===== src/rtl/dpm_port_arbiter_pkg.sv =====
// Shared types and widths for the dual-port memory arbiter slice.
// Request fields mirror the 64K x 32 word memory's port widths.
package dpm_arb_pkg;

   localparam int DPM_ADDR_W  = 16;
   localparam int DPM_DATA_W  = 32;
   localparam int DPM_BMASK_W = 4;

   typedef struct packed {
      logic [DPM_ADDR_W-1:0]  addr;
      logic                   we;
      logic [DPM_DATA_W-1:0]  wdata;
      logic [DPM_BMASK_W-1:0] bmask;
   } dpm_req_t;

   typedef enum logic {
      PORT_A = 1'b0,
      PORT_B = 1'b1
   } dpm_port_e;

   // Same-word access where at least one side writes must not share a cycle.
   function automatic logic dpm_is_hazard(input dpm_req_t a, input dpm_req_t b);
      return (a.addr == b.addr) && (a.we || b.we);
   endfunction

endpackage


===== src/rtl/dpm_port_arbiter_if.sv =====
// Requester-side handshake bundle: N request lanes plus their response strobes.
interface dpm_port_arbiter_if #(
   parameter int N      = 4,
   parameter int ADDR_W = 16
) ();
   import dpm_arb_pkg::*;

   logic [N-1:0]                  req_valid;
   logic [N-1:0][ADDR_W-1:0]      req_addr;
   logic [N-1:0]                  req_we;
   logic [N-1:0][DPM_DATA_W-1:0]  req_wdata;
   logic [N-1:0][DPM_BMASK_W-1:0] req_bmask;
   logic [N-1:0]                  req_ready;
   logic [N-1:0]                  rsp_valid;
   logic [N-1:0][DPM_DATA_W-1:0]  rsp_rdata;

   modport master (
      output req_valid, req_addr, req_we, req_wdata, req_bmask,
      input  req_ready, rsp_valid, rsp_rdata
   );

   modport slave (
      input  req_valid, req_addr, req_we, req_wdata, req_bmask,
      output req_ready, rsp_valid, rsp_rdata
   );

endinterface


===== src/rtl/dpm_port_arbiter_rr_pick2.sv =====
// Round-robin picker: finds the first two set bits of a valid vector,
// scanning upward from the pointer and wrapping modulo N.
module dpm_rr_pick2 #(
   parameter  int N     = 4,
   localparam int PTR_W = $clog2(N)
) (
   input  logic [N-1:0]     i_valid,
   input  logic [PTR_W-1:0] i_ptr,
   output logic [PTR_W-1:0] o_first_idx,
   output logic             o_first_found,
   output logic [PTR_W-1:0] o_second_idx,
   output logic             o_second_found
);

   int               pos;
   logic [PTR_W-1:0] cand;

   always_comb begin
      o_first_idx    = '0;
      o_first_found  = 1'b0;
      o_second_idx   = '0;
      o_second_found = 1'b0;
      pos            = 0;
      cand           = '0;
      for (int k = 0; k < N; k++) begin
         pos = int'(i_ptr) + k;
         if (pos >= N) pos = pos - N;
         cand = PTR_W'(pos);
         if (i_valid[cand]) begin
            if (!o_first_found) begin
               o_first_found = 1'b1;
               o_first_idx   = cand;
            end else if (!o_second_found) begin
               o_second_found = 1'b1;
               o_second_idx   = cand;
            end
         end
      end
   end

endmodule


===== src/rtl/dpm_port_arbiter.sv =====
// Shares ports A/B of the dual-port word memory among N requesters with
// round-robin grants, same-word write hazard blocking and 1-cycle responses.
module dpm_port_arbiter
   import dpm_arb_pkg::*;
#(
   parameter  int N      = 4,
   parameter  int ADDR_W = DPM_ADDR_W,
   localparam int PTR_W  = $clog2(N)
) (
   input  logic                   i_clk,
   input  logic                   i_reset,
   dpm_port_arbiter_if.slave      req_if,
   output logic [ADDR_W-1:0]      o_mem_addr_a,
   output logic [ADDR_W-1:0]      o_mem_addr_b,
   output logic [DPM_DATA_W-1:0]  o_mem_wdata_a,
   output logic [DPM_DATA_W-1:0]  o_mem_wdata_b,
   output logic [DPM_BMASK_W-1:0] o_mem_bmask_a,
   output logic [DPM_BMASK_W-1:0] o_mem_bmask_b,
   output logic                   o_mem_wren_a,
   output logic                   o_mem_wren_b,
   input  logic [DPM_DATA_W-1:0]  i_mem_rdata_a,
   input  logic [DPM_DATA_W-1:0]  i_mem_rdata_b
);

   dpm_req_t                     req [N];
   logic [PTR_W-1:0]             rr_ptr;
   logic [PTR_W-1:0]             first_idx, second_idx, last_idx, next_ptr;
   logic                         first_found, second_found;
   logic                         hazard, grant_a, grant_b;
   logic [N-1:0]                 ready;
   dpm_port_e                    lane_port [N];
   logic [N-1:0]                 rsp_valid_q;
   logic [N-1:0][DPM_DATA_W-1:0] rsp_rdata_q;

   always_comb begin
      for (int i = 0; i < N; i++) begin
         req[i].addr  = DPM_ADDR_W'(req_if.req_addr[i]);
         req[i].we    = req_if.req_we[i];
         req[i].wdata = req_if.req_wdata[i];
         req[i].bmask = req_if.req_bmask[i];
      end
   end

   dpm_rr_pick2 #(.N(N)) u_pick (
      .i_valid        (req_if.req_valid),
      .i_ptr          (rr_ptr),
      .o_first_idx    (first_idx),
      .o_first_found  (first_found),
      .o_second_idx   (second_idx),
      .o_second_found (second_found)
   );

   // A suppressed port-B candidate ends the scan; it simply stays pending.
   always_comb begin
      hazard  = second_found && dpm_is_hazard(req[first_idx], req[second_idx]);
      grant_a = first_found && !i_reset;
      grant_b = grant_a && second_found && !hazard;

      ready = '0;
      if (grant_a) ready[first_idx]  = 1'b1;
      if (grant_b) ready[second_idx] = 1'b1;

      last_idx = grant_b ? second_idx : first_idx;
      next_ptr = (int'(last_idx) == N - 1) ? '0 : last_idx + 1'b1;

      for (int i = 0; i < N; i++) begin
         lane_port[i] = (grant_b && second_idx == PTR_W'(i)) ? PORT_B : PORT_A;
      end
   end

   always_comb begin
      o_mem_addr_a  = '0;
      o_mem_wdata_a = '0;
      o_mem_bmask_a = '0;
      o_mem_wren_a  = 1'b0;
      o_mem_addr_b  = '0;
      o_mem_wdata_b = '0;
      o_mem_bmask_b = '0;
      o_mem_wren_b  = 1'b0;
      if (grant_a) begin
         o_mem_addr_a  = ADDR_W'(req[first_idx].addr);
         o_mem_wdata_a = req[first_idx].wdata;
         o_mem_bmask_a = req[first_idx].bmask;
         o_mem_wren_a  = req[first_idx].we;
      end
      if (grant_b) begin
         o_mem_addr_b  = ADDR_W'(req[second_idx].addr);
         o_mem_wdata_b = req[second_idx].wdata;
         o_mem_bmask_b = req[second_idx].bmask;
         o_mem_wren_b  = req[second_idx].we;
      end
   end

   // Read data is captured in the grant cycle, so it reflects pre-write contents.
   always_ff @(posedge i_clk) begin
      if (i_reset) begin
         rr_ptr      <= '0;
         rsp_valid_q <= '0;
         rsp_rdata_q <= '0;
      end else begin
         if (grant_a) rr_ptr <= next_ptr;
         rsp_valid_q <= ready;
         for (int i = 0; i < N; i++) begin
            if (ready[i]) begin
               if (req[i].we)                   rsp_rdata_q[i] <= '0;
               else if (lane_port[i] == PORT_A) rsp_rdata_q[i] <= i_mem_rdata_a;
               else                             rsp_rdata_q[i] <= i_mem_rdata_b;
            end
         end
      end
   end

   assign req_if.req_ready = ready;
   assign req_if.rsp_valid = rsp_valid_q;
   assign req_if.rsp_rdata = rsp_rdata_q;

endmodule


===== src/flat_wrapper.sv =====
// flat-port wrapper written by rule: the top's interface ports become plain ports
module dpm_port_arbiter_flat import dpm_arb_pkg::*;
#(
   parameter  int N      = 4,
   parameter  int ADDR_W = DPM_ADDR_W,
   localparam int PTR_W  = $clog2(N)
)
  (i_clk, i_reset, o_mem_addr_a, o_mem_addr_b, o_mem_wdata_a, o_mem_wdata_b, o_mem_bmask_a, o_mem_bmask_b, o_mem_wren_a, o_mem_wren_b, i_mem_rdata_a, i_mem_rdata_b, req_if_req_valid, req_if_req_addr, req_if_req_we, req_if_req_wdata, req_if_req_bmask, req_if_req_ready, req_if_rsp_valid, req_if_rsp_rdata);
  dpm_port_arbiter_if #(.N(N), .ADDR_W(ADDR_W)) req_if_i ();
  input  logic i_clk;
  input  logic i_reset;
  output logic [ADDR_W-1:0] o_mem_addr_a;
  output logic [ADDR_W-1:0] o_mem_addr_b;
  output logic [DPM_DATA_W-1:0] o_mem_wdata_a;
  output logic [DPM_DATA_W-1:0] o_mem_wdata_b;
  output logic [DPM_BMASK_W-1:0] o_mem_bmask_a;
  output logic [DPM_BMASK_W-1:0] o_mem_bmask_b;
  output logic o_mem_wren_a;
  output logic o_mem_wren_b;
  input  logic [DPM_DATA_W-1:0] i_mem_rdata_a;
  input  logic [DPM_DATA_W-1:0] i_mem_rdata_b;
  input wire logic [$bits(req_if_i.req_valid)-1:0] req_if_req_valid;
  input wire logic [$bits(req_if_i.req_addr)-1:0] req_if_req_addr;
  input wire logic [$bits(req_if_i.req_we)-1:0] req_if_req_we;
  input wire logic [$bits(req_if_i.req_wdata)-1:0] req_if_req_wdata;
  input wire logic [$bits(req_if_i.req_bmask)-1:0] req_if_req_bmask;
  output wire logic [$bits(req_if_i.req_ready)-1:0] req_if_req_ready;
  output wire logic [$bits(req_if_i.rsp_valid)-1:0] req_if_rsp_valid;
  output wire logic [$bits(req_if_i.rsp_rdata)-1:0] req_if_rsp_rdata;
  assign req_if_i.req_valid = req_if_req_valid;
  assign req_if_i.req_addr = req_if_req_addr;
  assign req_if_i.req_we = req_if_req_we;
  assign req_if_i.req_wdata = req_if_req_wdata;
  assign req_if_i.req_bmask = req_if_req_bmask;
  assign req_if_req_ready = req_if_i.req_ready;
  assign req_if_rsp_valid = req_if_i.rsp_valid;
  assign req_if_rsp_rdata = req_if_i.rsp_rdata;
  dpm_port_arbiter #(.N(N), .ADDR_W(ADDR_W)) u_core (.i_clk(i_clk), .i_reset(i_reset), .req_if(req_if_i), .o_mem_addr_a(o_mem_addr_a), .o_mem_addr_b(o_mem_addr_b), .o_mem_wdata_a(o_mem_wdata_a), .o_mem_wdata_b(o_mem_wdata_b), .o_mem_bmask_a(o_mem_bmask_a), .o_mem_bmask_b(o_mem_bmask_b), .o_mem_wren_a(o_mem_wren_a), .o_mem_wren_b(o_mem_wren_b), .i_mem_rdata_a(i_mem_rdata_a), .i_mem_rdata_b(i_mem_rdata_b));
endmodule

===== config.mk =====
export PLATFORM = sky130hd
export DESIGN_NAME = dpm_port_arbiter_flat
export DESIGN_NICKNAME = d
export VERILOG_FILES = /design/src/rtl/dpm_port_arbiter_pkg.sv /design/src/rtl/dpm_port_arbiter_if.sv /design/src/rtl/dpm_port_arbiter_rr_pick2.sv /design/src/rtl/dpm_port_arbiter.sv /design/src/flat_wrapper.sv
export SDC_FILE = /design/constraint.sdc
export NUM_CORES = 1
export LEC_CHECK = 0
export ABC_AREA = 1
export CAP_MARGIN = 25
export CORE_AREA = 2 2 206 208
export DETAILED_ROUTE_END_ITERATION = 8
export DIE_AREA = 0 0 208 210
export PLACE_DENSITY_LB_ADDON = 0.3
export SKIP_CTS_REPAIR_TIMING = 1
export SLEW_MARGIN = 10
export SYNTH_ARGS = -nofsm -noshare
export SYNTH_HDL_FRONTEND = slang
export SYNTH_SLANG_ARGS = --single-unit

===== constraint.sdc =====
create_clock -name i_clk -period 5.4 [get_ports i_clk]
set_input_delay 0.81 -clock i_clk [delete_from_list [all_inputs] [get_ports i_clk]]
set_output_delay 0.81 -clock i_clk [all_outputs]
set_load 0.02 [all_outputs]

== Yosys cells after proc, flatten, opt, wreduce, memory -nomap -nowiden ==
Cells that the tools add are included.

* Register bits after elaboration: 134
* Memory bits (writable): 0
* Output and inout bits: 242
* Latch bits: 0
* Memories: 0
* Input port bits: 282
* Logic and storage cells: 122
* Bits in read-only memories: 0

* Div/mod/pow operators: 0
* Mux-type cells: 71
* Reductions and logical operators: 15
* Add/subtract/negate cells: 8
* Bitwise operators: 3
* Shift operators: 0
* Order comparisons: 14
* Eq/ne operators: 5
* Multipliers: 0

{| class="wikitable"
|+ Operators by type and width
! operator !! count
|-
| two-way mux 32 bit || 10
|-
| binary-select mux 53 bit (select 2 bit) || 2
|-
| two-way mux 53 bit || 4
|-
| two-way mux 2 bit || 21
|-
| two-way mux 16 bit || 2
|-
| two-way mux 1 bit || 22
|-
| < comparator 2 x 3 -> 1 bit (second input constant) || 6
|-
| equality test 16 bit || 1
|-
| two-way mux 4 bit || 4
|-
| >= comparator 3 bit (second input constant) || 5
|-
| logical AND 1 bit || 11
|-
| binary-select mux 1 bit (select 2 bit) || 4
|-
| subtractor 2 x 1 -> 2 bit (second input constant) || 4
|-
| adder 2 x 2 -> 3 bit (second input constant) || 2
|-
| NOT 2 -> 3 bit || 2
|-
| demux 1 bit (select 2 bit) || 2
|-
| equality test 2 x 1 -> 1 bit (second input constant) || 2
|-
| equality test 2 bit (second input constant) || 2
|-
| >= comparator 2 x 1 -> 1 bit (second input constant) || 2
|-
| bitwise OR 4 bit || 1
|-
| adder 2 x 1 -> 3 bit (second input constant) || 1
|-
| >= comparator 2 x 3 -> 1 bit (second input constant) || 1
|-
| adder 2 x 1 -> 2 bit (second input constant) || 1
|-
| logical NOT 1 bit || 2
|-
| 2 further kinds || 2
|}

== Depth between registers and ports, before layout ==
* Depth in word-level cells: 26
* Mapped depth: 34

== Modules after synthesis ==
From an unflattened synthesis, not the netlist that was laid out.

* Cells, all modules: 1934
* Area, all modules: 11026.8 µm²

{| class="wikitable"
|+ By module, submodules not included
! module !! area each (µm²) !! times used !! sequential area each (µm²) !! cells each
|-
| dpm_port_arbiter || 10608.9 || 1 || 2682.6 || 1849
|-
| dpm_rr_pick2 || 417.9 || 1 || 0.0 || 85
|}

== Worst setup path after synthesis ==
OpenSTA, ideal clock, no wires.

* Path kind: input to output
* Start: in req_if_req_valid[3]
* End: out o_mem_bmask_b[0]
* Data arrival time: 3664 ps
* Cell stages on the path: 28
* Path buffers: 4
* Setup slack: 926 ps
* Cell sequence: inv_1 nand2_1 nand3_1 nand2_2 ha_1 inv_1 nand2_1 nand2_1 nand2_1 nand2_1 nand2_1 nand2_4 nor2_1 buf_2 nand2_1 nand2_1 nor2_1 inv_2 nand2_1 nand2_1 nand2_1 nor2_1 nand3_2 buf_6 nand2_1 buf_2 buf_2 nor3_1

* Cells in the longest elaborated chain, start to end: 21
* Elaborated cells on any way between the ends: 50

{| class="wikitable"
|+ RTL lines
! what !! RTL line !! RTL
|-
| from (decl) || flat_wrapper.sv:22 || <nowiki>input wire logic [$bits(req_if_i.req_valid)-1:0] req_if_req_valid;</nowiki>
|-
| binary-select mux 1 bit (select 2 bit) || dpm_port_arbiter_rr_pick2.sv:29 || <nowiki>if (i_valid[cand]) begin</nowiki>
|-
| two-way mux 1 bit (implied by the code) || dpm_port_arbiter_rr_pick2.sv:29 ||
|-
| two-way mux 1 bit || dpm_port_arbiter_rr_pick2.sv:29 ||
|-
| two-way mux 2 bit or two-way mux 1 bit (tied branches) || dpm_port_arbiter_rr_pick2.sv:30 || <nowiki>if (!o_first_found) begin</nowiki>
|-
| two-way mux 2 bit or two-way mux 1 bit (tied branches) || dpm_port_arbiter_rr_pick2.sv:29 ||
|-
| two-way mux 2 bit || dpm_port_arbiter_rr_pick2.sv:33 || <nowiki>end else if (!o_second_found) begin</nowiki>
|-
| two-way mux 2 bit || dpm_port_arbiter_rr_pick2.sv:30 ||
|-
| two-way mux 2 bit || dpm_port_arbiter_rr_pick2.sv:29 ||
|-
| (+4 left out) || n/a ||
|-
| binary-select mux 53 bit (select 2 bit) || dpm_port_arbiter.sv:55, dpm_port_arbiter.sv:89 ||
|-
| two-way mux 53 bit (2 in a row) || n/a ||
|-
| equality test 16 bit or logical OR 1 bit (tied branches) || dpm_port_arbiter_pkg.sv:23 || <nowiki>return (a.addr == b.addr) && (a.we || b.we);</nowiki>
|-
| logical AND 1 bit || dpm_port_arbiter_pkg.sv:23 ||
|-
| logical AND 1 bit || dpm_port_arbiter.sv:55 || <nowiki>hazard = second_found && dpm_is_hazard(req[first_idx], req[second_idx]);</nowiki>
|-
| logical NOT 1 bit || dpm_port_arbiter.sv:57 || <nowiki>grant_b = grant_a && second_found && !hazard;</nowiki>
|-
| logical AND 1 bit || dpm_port_arbiter.sv:57 ||
|-
| two-way mux 4 bit (*) || dpm_port_arbiter.sv:86 || <nowiki>if (grant_b) begin</nowiki>
|-
| to (decl) || flat_wrapper.sv:17 || <nowiki>output logic [DPM_BMASK_W-1:0] o_mem_bmask_b;</nowiki>
|}

Every way passes the cells marked *; elsewhere a longest branch is shown, timed or not. The select of a mux whose other input is x is not followed.

== Worst setup path after layout ==
* Start: in req_if_req_valid[1]
* End: out o_mem_wdata_b[2]

* Cells in the longest elaborated chain, start to end: 21
* Elaborated cells on any way between the ends: 50

{| class="wikitable"
|+ RTL lines
! what !! RTL line !! RTL
|-
| binary-select mux 1 bit (select 2 bit) || dpm_port_arbiter_rr_pick2.sv:29 ||
|-
| two-way mux 1 bit (implied by the code) || dpm_port_arbiter_rr_pick2.sv:29 ||
|-
| two-way mux 1 bit || dpm_port_arbiter_rr_pick2.sv:29 ||
|-
| two-way mux 2 bit or two-way mux 1 bit (tied branches) || dpm_port_arbiter_rr_pick2.sv:30 ||
|-
| two-way mux 2 bit or two-way mux 1 bit (tied branches) || dpm_port_arbiter_rr_pick2.sv:29 ||
|-
| two-way mux 2 bit || dpm_port_arbiter_rr_pick2.sv:33 ||
|-
| two-way mux 2 bit || dpm_port_arbiter_rr_pick2.sv:30 ||
|-
| two-way mux 2 bit || dpm_port_arbiter_rr_pick2.sv:29 ||
|-
| (+5 left out) || n/a ||
|-
| two-way mux 53 bit || n/a ||
|-
| two-way mux 53 bit (implied by the code) || dpm_port_arbiter.sv:88 || <nowiki>o_mem_wdata_b = req[second_idx].wdata;</nowiki>
|-
| equality test 16 bit or logical OR 1 bit (tied branches) || dpm_port_arbiter_pkg.sv:23 ||
|-
| logical AND 1 bit || dpm_port_arbiter_pkg.sv:23 ||
|-
| logical AND 1 bit || dpm_port_arbiter.sv:55 ||
|-
| logical NOT 1 bit || dpm_port_arbiter.sv:57 ||
|-
| logical AND 1 bit || dpm_port_arbiter.sv:57 ||
|-
| two-way mux 32 bit (*) || dpm_port_arbiter.sv:86 ||
|-
| to (decl) || flat_wrapper.sv:15 || <nowiki>output logic [DPM_DATA_W-1:0] o_mem_wdata_b;</nowiki>
|}

Marked as above.

==> flow_metrics.tcl <==
set metrics [dict create \
    status "complete, no violations" \
    yosysTopAreaCell "nand2_1" \
    min_path_type "reg2reg" \
    final_cell_mix "842 x nand2_1, 464 x clkdlybuf4s50_1, 135 x a21oi_1, 134 x dfxtp_1, 130 x nand4_1" \
    dieWidth_um 208 \
    area_growth_pct 65.31 \
    first_global_vias 15479 \
    yosysSeqAreaShare_pct 24.63 \
    cp_common_cell "nand2_1" \
    antenna_left 0 \
    wl_per_cell_um 22.06 \
    drive_gt1_share_pct 9.269 \
    chipHeight_um 210 \
    cp_slowest_stage_delay_ns 0.42 \
    synth_area_leaders "nand2_1 29%, dfxtp_1 25%, nand4_1 7.5%" \
    clk_latency_ns 0.42 \
    slowest_stage "clkdlybuf4s50_1" \
    cp-startpoint "req_if_req_valid[1]" \
    ys_warn_count 0 \
    clock_sinks 134 \
    grt_pass1_wl_mm 97.78 \
    period_minus_slack_ns 5.182 \
    start_util_pct 26.26 \
    cts_root_buf "clkbuf_16" \
    crit_type "in2out" \
    drtIter0Drc 1244 \
    clock.fmax_mhz 193.0 \
    worstReg2RegStart "u_core.rr_ptr[0]" \
    final_nets 2720 \
    drc 0 \
    grt_usage_pct 29.11 \
    clk_pin_slew_ns 0.06 \
    layout_commonest_cell "nand2_1" \
    crit_family "simple AND/OR/NAND/NOR gates" \
    yosysUniqueCellTypes 32 \
    antenna_found_initial 12 \
    dp_hpwl_mm 48.83 \
    rows 75 \
    setup-violations-final 0 \
    synth_top_area_share_pct 29.08 \
    clk_path_buf_depth 2 \
    cts_max_level 4 \
    crit_arrival_ns 4.37 \
    hp-start "u_core.req_if.rsp_rdata[72]" \
    whs_ns 0.4619 \
    postSynthCellCount 1935 \
    overflow 0 \
    grt_max_degree 100 \
    place_congestion 0.9837 \
    ios 524 \
    ys_ff_latch 134 \
    numPortBuffers 523 \
    critPathRequiredTime_ns 4.59 \
    core_mm2 0.04148 \
    route.vias.total 15786 \
    path_max_fanout 16 \
    ys_async_sr_fraction_pct 0 \
    synth_nets 2219 \
    first_pass_iters 5 \
    setup_tns_ns 0 \
    synthFlopType "dfxtp_1" \
    finalWirelength_mm 66.15 \
    maxCapViolCount 0 \
    synth_edf_count 0 \
    cts_tree "done" \
    worst-r2r-setup-slack_ns 0.70 \
    maxSlewHeadroom_pct 31.45 \
    crit_buf_inv 8 \
    dieArea_mm2 0.04368 \
    final.period_utilization_pct 95.97 \
    worstMarginPinSlew_ns 1.028 \
    via_per_inst 5.264 \
    numCtsBuffers 17 \
    worst_setup_path_end_kind "primary output" \
    synth.avg_cell_area_um2 5.629 \
    finalHoldViolCount 0 \
    rsz0062_at_grt "false" \
    drv_slew 0 \
    critPathLaunchType "primary input" \
    fin_worst_skew_ns 0.009284 \
    synth_area_mm2 0.01089 \
]
## final cells by class
cell class,instances,area (um2)
Inverter,112,422.9
Sequential cell,134,2683
Fill cell,4325,23470
Multi-Input combinational cell,1536,7192
Clock buffer,21,450.4
Tap cell,539,674.4
Antenna cell,11,27.53
Clock inverter,11,125.1
Timing Repair Buffer,635,6432
## path summary, 6_finish.rpt
| check | depth (start not counted) | endpoint |
|---|---|---|
| worst max-delay path | 26 | o_mem_wdata_b[2] |
| worst min-delay path | 2 | u_core.req_if.rsp_rdata[72] |
| worst max register to register | 28 | u_core.req_if.rsp_rdata[35] |
| worst min register to register | 2 | u_core.req_if.rsp_rdata[72] |
## cell usage after synthesis (2+ instances only)
| cell type | n |
|---|---|
| a21oi_1 | 136 |
| a21oi_2 | 4 |
| buf_1 | 16 |
| buf_2 | 57 |
| buf_4 | 13 |
| buf_6 | 5 |
| clkbuf_1 | 62 |
| clkinv_1 | 3 |
| dfxtp_1 | 134 |
| ha_1 | 2 |
| inv_1 | 86 |
| inv_2 | 22 |
| nand2_1 | 844 |
| nand2_2 | 13 |
| nand2_4 | 3 |
| nand3_1 | 82 |
| nand3_2 | 4 |
| nand3_4 | 3 |
| nand3b_1 | 3 |
| nand4_1 | 130 |
| nor2_1 | 91 |
| nor2_2 | 2 |
| nor2_4 | 2 |
| nor2_8 | 2 |
| nor3_1 | 56 |
| o21ai_0 | 27 |
| o21ai_1 | 6 |
| o221ai_1 | 16 |
| o22ai_1 | 108 |
## cell families (layout without fill, tap and decap cells)
group,Yosys count,in the layout,synth area share (%)
buffers and inverters,265,779,10.60
AOI/OAI and AO/OA,299,299,15.71
DFF,134,134,24.63
and+or+nand+nor,1235,1235,48.83
other,0,11,0
adders and majority gates,2,2,0.2297
## worst min-delay path, delay by kind of cell, from the launching register on
kind	cells	cell delay [ns]
flip-flops	1	0.30
AND/OR/NAND/NOR	1	0.06
AO/OA/AOI/OAI	1	0.05
## registers in the layout, indices dropped and copies added, names as in the netlist
signal and cells:
u_core.req_if.rsp_valid 4, u_core.rr_ptr 2, u_core.req_if.rsp_rdata 128
## metal layers
layer,vias up,routed length (um),global-route usage [%]
li1,7466,-,-
met1,7249,26330,36.09
met2,935,31340,48.95
met3,132,5642,5.959
met4,4,2817,12.57
met5,-,24,0
## per-stage QoR
| stage | setup WS (ns) | instance area (um2) | utilization, % | instances |
|---|---|---|---|---|
| global route | 0.01892 | 18000 | 43.41 | 2998 |
| floorplan | 0.9265 | 10890 | - | 1935 |
| global placement | -0.2796 | 17150 | 41.35 | 2951 |
| CTS | -0.3127 | 17750 | 42.80 | 2984 |
| finish | 0.2178 | 18010 | 43.41 | 2999 |
| detailed placement | -0.2830 | 17180 | 41.41 | 2952 |
Power is left out: the tool's default activity adds up to more than one toggle a clock period on the data nets, which glitch-free logic cannot reach.
